--- src/rtl/card_draw_ctrl.sv ---
// card_draw_ctrl: card sprite RAM read addressing, colour keying
// and a loader write port that only opens during vertical blanking.
module card_draw_ctrl #(
   parameter logic [8:0] V_ACTIVE  = 9'd240,
   parameter logic [2:0] KEY_COLOR = 3'b000
) (
   input  logic       clock,
   input  logic       reset,
   input  logic [8:0] hcount,
   input  logic [8:0] vcount,
   input  logic       active,
   input  logic [7:0] card_x,
   input  logic [7:0] card_y,
   input  logic       card_en,
   input  logic       ld_valid,
   input  logic [8:0] ld_addr,
   input  logic [2:0] ld_data,
   output logic       ld_ready,
   output logic       ram_we,
   output logic       ram_re,
   output logic [8:0] ram_waddr,
   output logic [2:0] ram_wdata,
   output logic [8:0] ram_raddr,
   input  logic [2:0] ram_rdata,
   output logic [2:0] pix_color,
   output logic       pix_hit
);

   typedef enum logic {
      DISPLAY = 1'b0,
      VBLANK  = 1'b1
   } state_t;

   state_t     state_q, state_d;
   logic [7:0] sx_q, sx_d;
   logic [7:0] sy_q, sy_d;
   logic       sen_q, sen_d;
   logic       hit1_q, hit1_d;
   logic [8:0] raddr_q, raddr_d;
   logic       hit2_q, hit2_d;
   logic       we_q, we_d;
   logic [8:0] waddr_q, waddr_d;
   logic [2:0] wdata_q, wdata_d;
   logic       pix_hit_q, pix_hit_d;
   logic [2:0] pix_color_q, pix_color_d;

   logic       enter_vb;
   logic       accept;
   logic [9:0] h_ext, v_ext, x_lo, y_lo;
   logic       opaque;

   assign ld_ready  = (state_q == VBLANK) && !reset;
   assign accept    = ld_valid && ld_ready;
   assign ram_we    = we_q;
   assign ram_waddr = waddr_q;
   assign ram_wdata = wdata_q;
   assign ram_re    = hit1_q;
   assign ram_raddr = raddr_q;
   assign pix_hit   = pix_hit_q;
   assign pix_color = pix_color_q;

   // Frame phase: display until the first blank line, blank until line 0.
   always_comb begin
      state_d  = state_q;
      enter_vb = 1'b0;
      unique case (state_q)
         DISPLAY: begin
            if (vcount == V_ACTIVE) begin
               state_d  = VBLANK;
               enter_vb = 1'b1;
            end
         end
         VBLANK: begin
            if (vcount == 9'd0) state_d = DISPLAY;
         end
         default: state_d = DISPLAY;
      endcase
   end

   // Shadow latch, hit test, read pipeline, keying and write register.
   always_comb begin
      sx_d  = sx_q;
      sy_d  = sy_q;
      sen_d = sen_q;
      if (enter_vb) begin
         sx_d  = card_x;
         sy_d  = card_y;
         sen_d = card_en;
      end

      h_ext = {1'b0, hcount};
      v_ext = {1'b0, vcount};
      x_lo  = {2'b00, sx_q};
      y_lo  = {2'b00, sy_q};

      hit1_d = active && sen_q
             && (h_ext >= x_lo) && (h_ext < x_lo + 10'd16)
             && (v_ext >= y_lo) && (v_ext < y_lo + 10'd32);
      raddr_d = {vcount[4:0] - sy_q[4:0], hcount[3:0] - sx_q[3:0]};

      hit2_d = hit1_q;

      opaque      = hit2_q && (ram_rdata != KEY_COLOR);
      pix_hit_d   = opaque;
      pix_color_d = opaque ? ram_rdata : KEY_COLOR;

      we_d    = accept;
      waddr_d = accept ? ld_addr : waddr_q;
      wdata_d = accept ? ld_data : wdata_q;
   end

   // Frame phase register.
   always_ff @(posedge clock or posedge reset) begin
      if (reset) state_q <= DISPLAY;
      else       state_q <= state_d;
   end

   // Shadows, pixel pipeline and loader write registers.
   always_ff @(posedge clock or posedge reset) begin
      if (reset) begin
         sx_q        <= 8'd0;
         sy_q        <= 8'd0;
         sen_q       <= 1'b0;
         hit1_q      <= 1'b0;
         raddr_q     <= 9'd0;
         hit2_q      <= 1'b0;
         we_q        <= 1'b0;
         waddr_q     <= 9'd0;
         wdata_q     <= 3'd0;
         pix_hit_q   <= 1'b0;
         pix_color_q <= KEY_COLOR;
      end else begin
         sx_q        <= sx_d;
         sy_q        <= sy_d;
         sen_q       <= sen_d;
         hit1_q      <= hit1_d;
         raddr_q     <= raddr_d;
         hit2_q      <= hit2_d;
         we_q        <= we_d;
         waddr_q     <= waddr_d;
         wdata_q     <= wdata_d;
         pix_hit_q   <= pix_hit_d;
         pix_color_q <= pix_color_d;
      end
   end

endmodule

--- config.mk ---
export PLATFORM = sky130hd
export DESIGN_NAME = card_draw_ctrl
export DESIGN_NICKNAME = d
export VERILOG_FILES = /design/src/rtl/card_draw_ctrl.sv
export SDC_FILE = /design/constraint.sdc
export NUM_CORES = 1
export LEC_CHECK = 0
export BUFFER_PORTS_ARGS = -buffer_cell sky130_fd_sc_hd__buf_2
export CORE_MARGIN = 8
export CORE_UTILIZATION = 30
export DETAILED_ROUTE_END_ITERATION = 12
export SETUP_SLACK_MARGIN = 0.4
export SLEW_MARGIN = 20
export SYNTH_ARGS = -nofsm -noshare
export SYNTH_HDL_FRONTEND = slang
export SYNTH_SLANG_ARGS = --single-unit
export TNS_END_PERCENT = 20
--- constraint.sdc ---
create_clock -name clock -period 3.6 [get_ports clock]
set_clock_uncertainty 0.2 [all_clocks]
set_input_delay 0.18 -clock clock [delete_from_list [all_inputs] [get_ports clock]]
set_output_delay 0.18 -clock clock [all_outputs]
set_load 0.03 [all_outputs]
==> out/metrics.csv, run 1 <==
metric;value;unit
Post-CTS Hold Fix Bufs;34;
antenna diode count;0;
HPWL after DPL;4500;um
Reg2Reg Setup Slack;1270;ps
min-delay src;vcount[5];
final net count;406;
die outline area;11400;um^2
cell row count;33;
fin cells;429;
Hold EP;state_q;
path class of the lowest-slack min-delay path;primary input to register;
Max Freq;0.430;GHz
fraction of power consumed by the clock network;30.7;%
Initial Util;30.6;%
maximum single-stage delay on the critical path;430;ps
initial antenna violation count;0;
Post-CTS Setup Repair Bufs;0;
worst r2r src;sx_q[4];
number of cells on the worst reg-to-reg path;8;
max-slew violations;0;
most prevalent standard cell on the critical path;sky130_fd_sc_hd__ha_1;
area growth from synthesis to layout;39.0;%
remaining design rule violation count;0;
actual transition at the worst max-transition pin;975;ps
Internal Dissipation;0.886;mW
Synthesized Nets;285;
synth warn;0;
slowest stage cell on the critical path;sky130_fd_sc_hd__dfrtp_1;
number of I/O port buffers;81;
DP Cell Count;387;
final setup violating endpoints;0;
Avg Vias per Cell;4.31;
library cell with the highest instance count after synthesis;sky130_fd_sc_hd__dfrtp_1;
via count of the first global-routing pass;2058;
maximum vdd ir drop;0.138;mV
required arrival time at the worst endpoint;3590;ps
switching pwr;0.335;mW
Hold Crit Depth;3;
RSZ-0062 raised after global routing;no;
proportion of synthesized chip area in sequential cells;46.5;%
Sw Share;27.4;%
peak fanout along the critical path;5;
cells taking the most area after synthesis;sky130_fd_sc_hd__dfrtp_1, sky130_fd_sc_hd__ha_1, sky130_fd_sc_hd__mux2_2;
Worst Setup Path Type;register to register;
first-pass GRT wire length;9890;um
Buf/Inv on CP;0;
Period Utilization, post-route;64.6;%
Clk pin slew, worst setup/hold paths;90;ps
quantity of gates resized following cts;0;
largest net degree at the start of global routing;47;
Gate power share;22.5;%
top cells by instance count after synthesis;sky130_fd_sc_hd__dfrtp_1, sky130_fd_sc_hd__inv_1, sky130_fd_sc_hd__ha_1, sky130_fd_sc_hd__mux2_2;
total power divided by cell area;354;nW/um^2
wire length per cell;13.5;um
Clock Latency Late Sink;290;ps
placeable core region;8090;um^2
routed wire length;5800;um
TritonCTS clock tree;yes;
minimum period implied by the final worst setup slack;2330;ps
total clock buffers created by CTS;5;
library cell occupying the most area in the post-synthesis netlist;sky130_fd_sc_hd__dfrtp_1;
routed vias;1851;
starting DRC count in detailed routing;37;
global-route usage over all layers;10.6;%
number of optimization iterations in the first detailed-route pass;4;
type of destination of the critical path;register;
top-area cell type share of the netlist area;46.5;%
fraction of final layout cells sized beyond drive strength 1;38.0;%
number of sinks handled by clock tree synthesis;46;
number of maximum-capacitance violations;0;
Relative slew margins;35.0;%
Fin Setup TNS;0;ps
Reg2Reg Capture Point;ram_re;
Cell Chain, Critical Path;ha_1 > nand3_1 > ha_1 > a22oi_1 > nand4_1 > a311oi_1 > o2111ai_1 > nor4_1;
mean instance size in the synthesized netlist;12.3;um^2
total overflow reported by the global router;0;
sequential power share;46.8;%
Ports;82;
number of flops mapped to enable cells by yosys;0;
post-synthesis sequential element count;46;
Hold Fails Final Rpt;0;
Die W;107;um
final weighted congestion in routability-driven placement;0.802;
count of nets left with antenna violations after detail routing;0;
Critical Path AT;2320;ps
clock tree buffer depth;2;
main flop type after synthesis;sky130_fd_sc_hd__dfrtp_1;
count of distinct cell types in the synthesized netlist;36;
count of mapped cells out of synthesis;202;
cell at the root of the clock tree;sky130_fd_sc_hd__clkbuf_8;
kind of start point of the critical path;register;
Synth Cell Area;2480;um^2
delay-heaviest family, CP;compound AO/OA/AOI/OAI gates;
die height;107;um
result of the run;complete, no violations;
FFs w/ async S/R, synth;100;%
CTS H-Tree Depth;2;
total leakage power;1.73;nW
[tightest hold or removal path, stage by stage]
cell and delay (ps):
sky130_fd_sc_hd__buf_2 140, sky130_fd_sc_hd__nand4_2 100, sky130_fd_sc_hd__a21oi_1 70
[cells by family (layout without fill, tap and decap cells)]
group	after synthesis	count (layout)	synth area share [%]
xor gates and xnor gates	8	8	2.83
and+or+nand+nor	31	31	7.88
DFF	46	46	46.5
buffers and inverters	32	154	5.51
AOI/OAI and AO/OA	27	27	7.37
adders and majority gates	29	29	15.3
muxes	29	29	14.7
[layout by cell type (no fill, tap or decap), drive strengths merged, types with 2 or more instances in the layout]
master and n:
inv 30, and3 2, fa 2, ha 27
nand4 5, dlygate4sd3 34, dfrtp 46, and2 3
buf 82, a21o 5, clkbuf 7, a21oi 10
nand4b 2, nand3 5, xnor2 7, nor2 6
mux2 29, o21ai 2, o31a 2, nand2 3
[state kept, by name (all words and copies together), names as in the netlist]
name / cells
sen_q: 1
ram_re: 1
sy_q: 8
ram_waddr: 9
ram_wdata: 3
ram_raddr: 9
sx_q: 8
pix_color: 3
hit2_q: 1
ram_we: 1
pix_hit: 1
state_q: 1
[how the worst max path moves through the flow]
stage | slack [ps] | start | end | depth (start not counted)
after floorplan | 1430 | vcount[8] | sen_q | 6
after global placement | 1000 | vcount[8] | sy_q[4] | 7
after detailed placement | 960 | vcount[8] | sy_q[3] | 7
after CTS | 1270 | sx_q[4] | ram_re | 8
after global routing | 1020 | sx_q[4] | ram_re | 8
final | 1270 | sx_q[4] | ram_re | 8
[metrics by stage]
step                power (mW)  utilization (%)  worst slack, ps  hold WS [ps]  cell area (um^2)
global route              1.30             42.6             1020          46.2              3440
detailed placement       0.831             37.0              957           213              3000
floorplan                0.739                -             1430           105              2480
global placement         0.825             37.0             1000           212              3000
finish                    1.22             42.6             1270          24.9              3440
CTS                       1.24             42.6             1270          15.4              3440
[power by group through the flow]
stage | Combinational [mW] | Sequential [mW] | Clock [mW]
after floorplan | 0.101 | 0.638 | 0
after global placement | 0.246 | 0.580 | 0
after detailed placement | 0.249 | 0.581 | 0
after CTS | 0.279 | 0.571 | 0.395
after global routing | 0.304 | 0.576 | 0.418
final | 0.275 | 0.571 | 0.375
[final cells by class]
type / count / area (um^2)
Clock buffer: 7 / 76.3
Clock inverter: 1 / 30.0
Fill cell: 800 / 4650
Inverter: 30 / 113
Multi-Input combinational cell: 124 / 1190
Sequential cell: 46 / 1150
Tap cell: 105 / 131
Timing Repair Buffer: 116 / 753
[metal layers]
metal	global-route usage (%)	share of wire (%)	up-vias	wire length [um]
met1	12.1	42	858	2440
met2	18.7	50	48	2920
met4	3.32	0.95	0	55
li1	-	-	943	-
met3	3.18	6.7	2	388
met5	0	0	-	0
Power figures use the tool's default switching activity.
==> run 2, diff against run 1 <==
--- a/config.mk
+++ b/config.mk
@@ -5,6 +5,7 @@
 export SDC_FILE = /design/constraint.sdc
 export NUM_CORES = 1
 export LEC_CHECK = 0
+export ABC_AREA = 1
 export BUFFER_PORTS_ARGS = -buffer_cell sky130_fd_sc_hd__buf_2
 export CORE_MARGIN = 8
 export CORE_UTILIZATION = 30
==> constraint.sdc (replaced) <==
create_clock -name clock -period 2.05 [get_ports clock]
set_clock_uncertainty 0.2 [all_clocks]
set_input_delay 0.1025 -clock clock [delete_from_list [all_inputs] [get_ports clock]]
set_output_delay 0.1025 -clock clock [all_outputs]
set_load 0.03 [all_outputs]
==> out/metrics.csv, run 2 <==
metric;value;unit;change
result of the run;complete, no violations;;unchanged
antenna diode count;0;;unchanged
area growth from synthesis to layout;38.6;%;was 39.0%
remaining design rule violation count;0;;unchanged
Internal Dissipation;1.40;mW;was 0.886 mW
fraction of final layout cells sized beyond drive strength 1;29.0;%;was 38.0%
min-delay src;hcount[1];;was vcount[5]
clock tree buffer depth;2;;unchanged
HPWL after DPL;5080;um;was 4500 um
final-layout fill cell count;861;;was 800
Die W;111;um;was 107 um
cell row count;34;;was 33
number of I/O port buffers;81;;unchanged
number of flops mapped to enable cells by yosys;0;;unchanged
RSZ-0062 raised after global routing;yes;;was no
Synth Cell Area;2710;um^2;was 2480 um^2
total overflow reported by the global router;0;;unchanged
kind of start point of the critical path;register;;unchanged
Clock Latency Late Sink;290;ps;about the same
main flop type after synthesis;sky130_fd_sc_hd__dfrtp_1;;unchanged
library cell occupying the most area in the post-synthesis netlist;sky130_fd_sc_hd__dfrtp_1;;unchanged
number of sinks handled by clock tree synthesis;46;;unchanged
synth warn;0;;unchanged
Synthesized Nets;407;;was 285
Sw Share;30.2;%;was 27.4%
die height;111;um;was 107 um
number of cells on the worst reg-to-reg path;12;;was 8
Gate power share;23.6;%;was 22.5%
starting DRC count in detailed routing;101;;was 37
die outline area;12300;um^2;was 11400 um^2
Period Utilization, post-route;93.4;%;was 64.6%
FFs w/ async S/R, synth;100;%;unchanged
Hold EP;ram_raddr[1];;was state_q
routed vias;2335;;was 1851
most common cell after layout, fill and taps aside;sky130_fd_sc_hd__nand2_1;;was sky130_fd_sc_hd__buf_2
global-route usage over all layers;10.9;%;was 10.6%
Fin Setup TNS;0;ps;unchanged
total power divided by cell area;534;nW/um^2;was 354 nW/um^2
Max Freq;0.523;GHz;was 0.430 GHz
count of mapped cells out of synthesis;324;;was 202
switching pwr;0.604;mW;was 0.335 mW
Reg2Reg Setup Slack;140;ps;was 1270 ps
CTS H-Tree Depth;2;;unchanged
top library cells by usage in the layout, fill and taps aside;sky130_fd_sc_hd__nand2_1, sky130_fd_sc_hd__buf_2, sky130_fd_sc_hd__inv_1, sky130_fd_sc_hd__dfrtp_1, sky130_fd_sc_hd__dlygate4sd3_1;;was sky130_fd_sc_hd__buf_2, sky130_fd_sc_hd__dfrtp_1, sky130_fd_sc_hd__dlygate4sd3_1, sky130_fd_sc_hd__inv_1, sky130_fd_sc_hd__ha_1
TritonCTS clock tree;yes;;unchanged
Avg Vias per Cell;4.18;;was 4.31
sequential power share;48.8;%;was 46.8%
final net count;533;;was 406
first-pass GRT wire length;11400;um;was 9890 um
peak fanout along the critical path;2;;was 5
max-slew violations;0;;unchanged
path class of the lowest-slack min-delay path;primary input to register;;unchanged
routed wire length;6550;um;was 5800 um
Critical Path AT;1900;ps;was 2320 ps
Ports;82;;unchanged
Worst Setup Path Type;register to register;;unchanged
wire length per cell;11.7;um;was 13.5 um
count of nets left with antenna violations after detail routing;0;;unchanged
core utilization of the finished layout;43.0;%;was 42.6%
cells taking the most area after synthesis;sky130_fd_sc_hd__dfrtp_1, sky130_fd_sc_hd__nand2_1, sky130_fd_sc_hd__ha_1;;was sky130_fd_sc_hd__dfrtp_1, sky130_fd_sc_hd__ha_1, sky130_fd_sc_hd__mux2_2
placeable core region;8720;um^2;was 8090 um^2
Hold Fails Final Rpt;0;;unchanged
Clk pin slew, worst setup/hold paths;90;ps;about the same
final setup violating endpoints;0;;unchanged
count of distinct cell types in the synthesized netlist;25;;was 36
largest net degree at the start of global routing;34;;was 47
maximum vdd ir drop;0.206;mV;was 0.138 mV
pre-CTS setup slack;89.2;ps;was 957 ps
Reg2Reg Capture Point;ram_re;;unchanged
number of maximum-capacitance violations;0;;unchanged
total clock buffers created by CTS;5;;unchanged
worst r2r src;sy_q[6];;was sx_q[4]
Hold Crit Depth;4;;was 3
library cell with the highest instance count after synthesis;sky130_fd_sc_hd__nand2_1;;was sky130_fd_sc_hd__dfrtp_1
initial antenna violation count;0;;unchanged
final critical-path setup slack;136;ps;was 1270 ps
Initial Util;31.0;%;was 30.6%
type of destination of the critical path;register;;unchanged
proportion of synthesized chip area in sequential cells;42.6;%;was 46.5%
final weighted congestion in routability-driven placement;0.819;;was 0.802
required arrival time at the worst endpoint;2030;ps;was 3590 ps
Relative slew margins;52.8;%;was 35.0%
total leakage power;2.06;nW;was 1.73 nW
via count of the first global-routing pass;2498;;was 2058
cell at the root of the clock tree;sky130_fd_sc_hd__clkbuf_8;;unchanged
fraction of power consumed by the clock network;27.6;%;was 30.7%
mean instance size in the synthesized netlist;8.35;um^2;was 12.3 um^2
top-area cell type share of the netlist area;42.6;%;was 46.5%
top cells by instance count after synthesis;sky130_fd_sc_hd__nand2_1, sky130_fd_sc_hd__inv_1, sky130_fd_sc_hd__dfrtp_1, sky130_fd_sc_hd__ha_1;;was sky130_fd_sc_hd__dfrtp_1, sky130_fd_sc_hd__inv_1, sky130_fd_sc_hd__ha_1, sky130_fd_sc_hd__mux2_2
number of optimization iterations in the first detailed-route pass;4;;unchanged
actual transition at the worst max-transition pin;707;ps;was 975 ps
post-synthesis sequential element count;46;;unchanged
minimum period implied by the final worst setup slack;1910;ps;was 2330 ps
run 2: cell types whose count changed in the layout (fill, tap and decap cells not counted), moves of 9 or more:
| cell | change |
|---|---|
| sky130_fd_sc_hd__o21ai_2 | +18 |
| sky130_fd_sc_hd__mux2_4 | -10 |
| sky130_fd_sc_hd__nand2_1 | +95 |
| sky130_fd_sc_hd__mux2_2 | -19 |
| sky130_fd_sc_hd__nand3_1 | +9 |
| sky130_fd_sc_hd__inv_1 | +32 |
| sky130_fd_sc_hd__nor2_1 | +11 |
run 2: how the worst max path moves through the flow:
stage	startpoint	endpoint	slack [ps]	cells past startpoint
after global routing	sx_q[4]	ram_re	20	12
after floorplan	sy_q[5]	ram_re	240	12
after CTS	sx_q[4]	ram_re	140	12
after detailed placement	sy_q[5]	ram_re	90	12
after global placement	sx_q[4]	ram_re	170	12
final	sy_q[6]	ram_re	140	12
run 2: what timing repair did:
item                                    in CTS  in global routing
resized for setup                            1                  6
endpoints found under the setup margin       2                 29
endpoints found under the hold margin       66                  0
buffers inserted                             3                  0
hold buffers                                37                  0
run 2: per-stage QoR:
step	hold WS (ps)	power, mW	cell area (um^2)	instances
detailed placement	90.4	1.41	3250	511
global route	25.3	2.14	3750	559
global placement	83.8	1.40	3250	511
finish	12.2	2.00	3750	559
floorplan	2.20	1.26	2720	324
CTS	4.68	2.04	3730	559
run 2: cells by family (layout without fill, tap and decap cells):
group	after synthesis	count (layout)	share of synthesized area, %
xor gates and xnor gates	8	8	2.59
and+or+nand+nor	143	143	22.2
adders and majority gates	29	29	14.0
DFF	46	46	42.6
buffers and inverters	70	197	10.8
AOI/OAI and AO/OA	28	28	7.82
run 2: per-layer routing:
layer,track usage [%],vias up,part of all wire [%]
met3,3.95,6,7.3
li1,-,1243,-
met2,17.4,69,44
met4,3.24,0,1.1
met1,13.5,1017,47
met5,0,-,0
run 2: power by group through the flow:
stage / Clock [mW] / Combinational, mW / Sequential, mW
2_1_floorplan: 0 / 0.203 / 1.06
3_3_place_gp: 0 / 0.404 / 0.996
3_5_place_dp: 0 / 0.412 / 0.997
4_1_cts: 0.592 / 0.474 / 0.978
5_1_grt: 0.623 / 0.534 / 0.983
6_report: 0.552 / 0.472 / 0.977
run 2: worst max-delay path: stages, from the launching register on:
cell	delay, ps
sky130_fd_sc_hd__dfrtp_1	420
sky130_fd_sc_hd__ha_4	170
sky130_fd_sc_hd__xnor2_1	120
sky130_fd_sc_hd__ha_1	300
sky130_fd_sc_hd__nand3_1	110
sky130_fd_sc_hd__nor2_2	150
sky130_fd_sc_hd__nand2_1	60
sky130_fd_sc_hd__nand3_1	60
sky130_fd_sc_hd__nor2_1	40
sky130_fd_sc_hd__nand2_1	50
sky130_fd_sc_hd__inv_1	30
sky130_fd_sc_hd__nand2_1	40
sky130_fd_sc_hd__nor2_1	40
run 2: final cells by class:
type                            count  area, um^2  area share, %
Timing Repair Buffer              124         833           22.2
Clock inverter                      3        21.3          0.567
Tap cell                          108         135           3.60
Multi-Input combinational cell    208        1290           34.4
Clock buffer                        5        68.8           1.84
Sequential cell                    46        1150           30.7
Inverter                           65         249           6.64
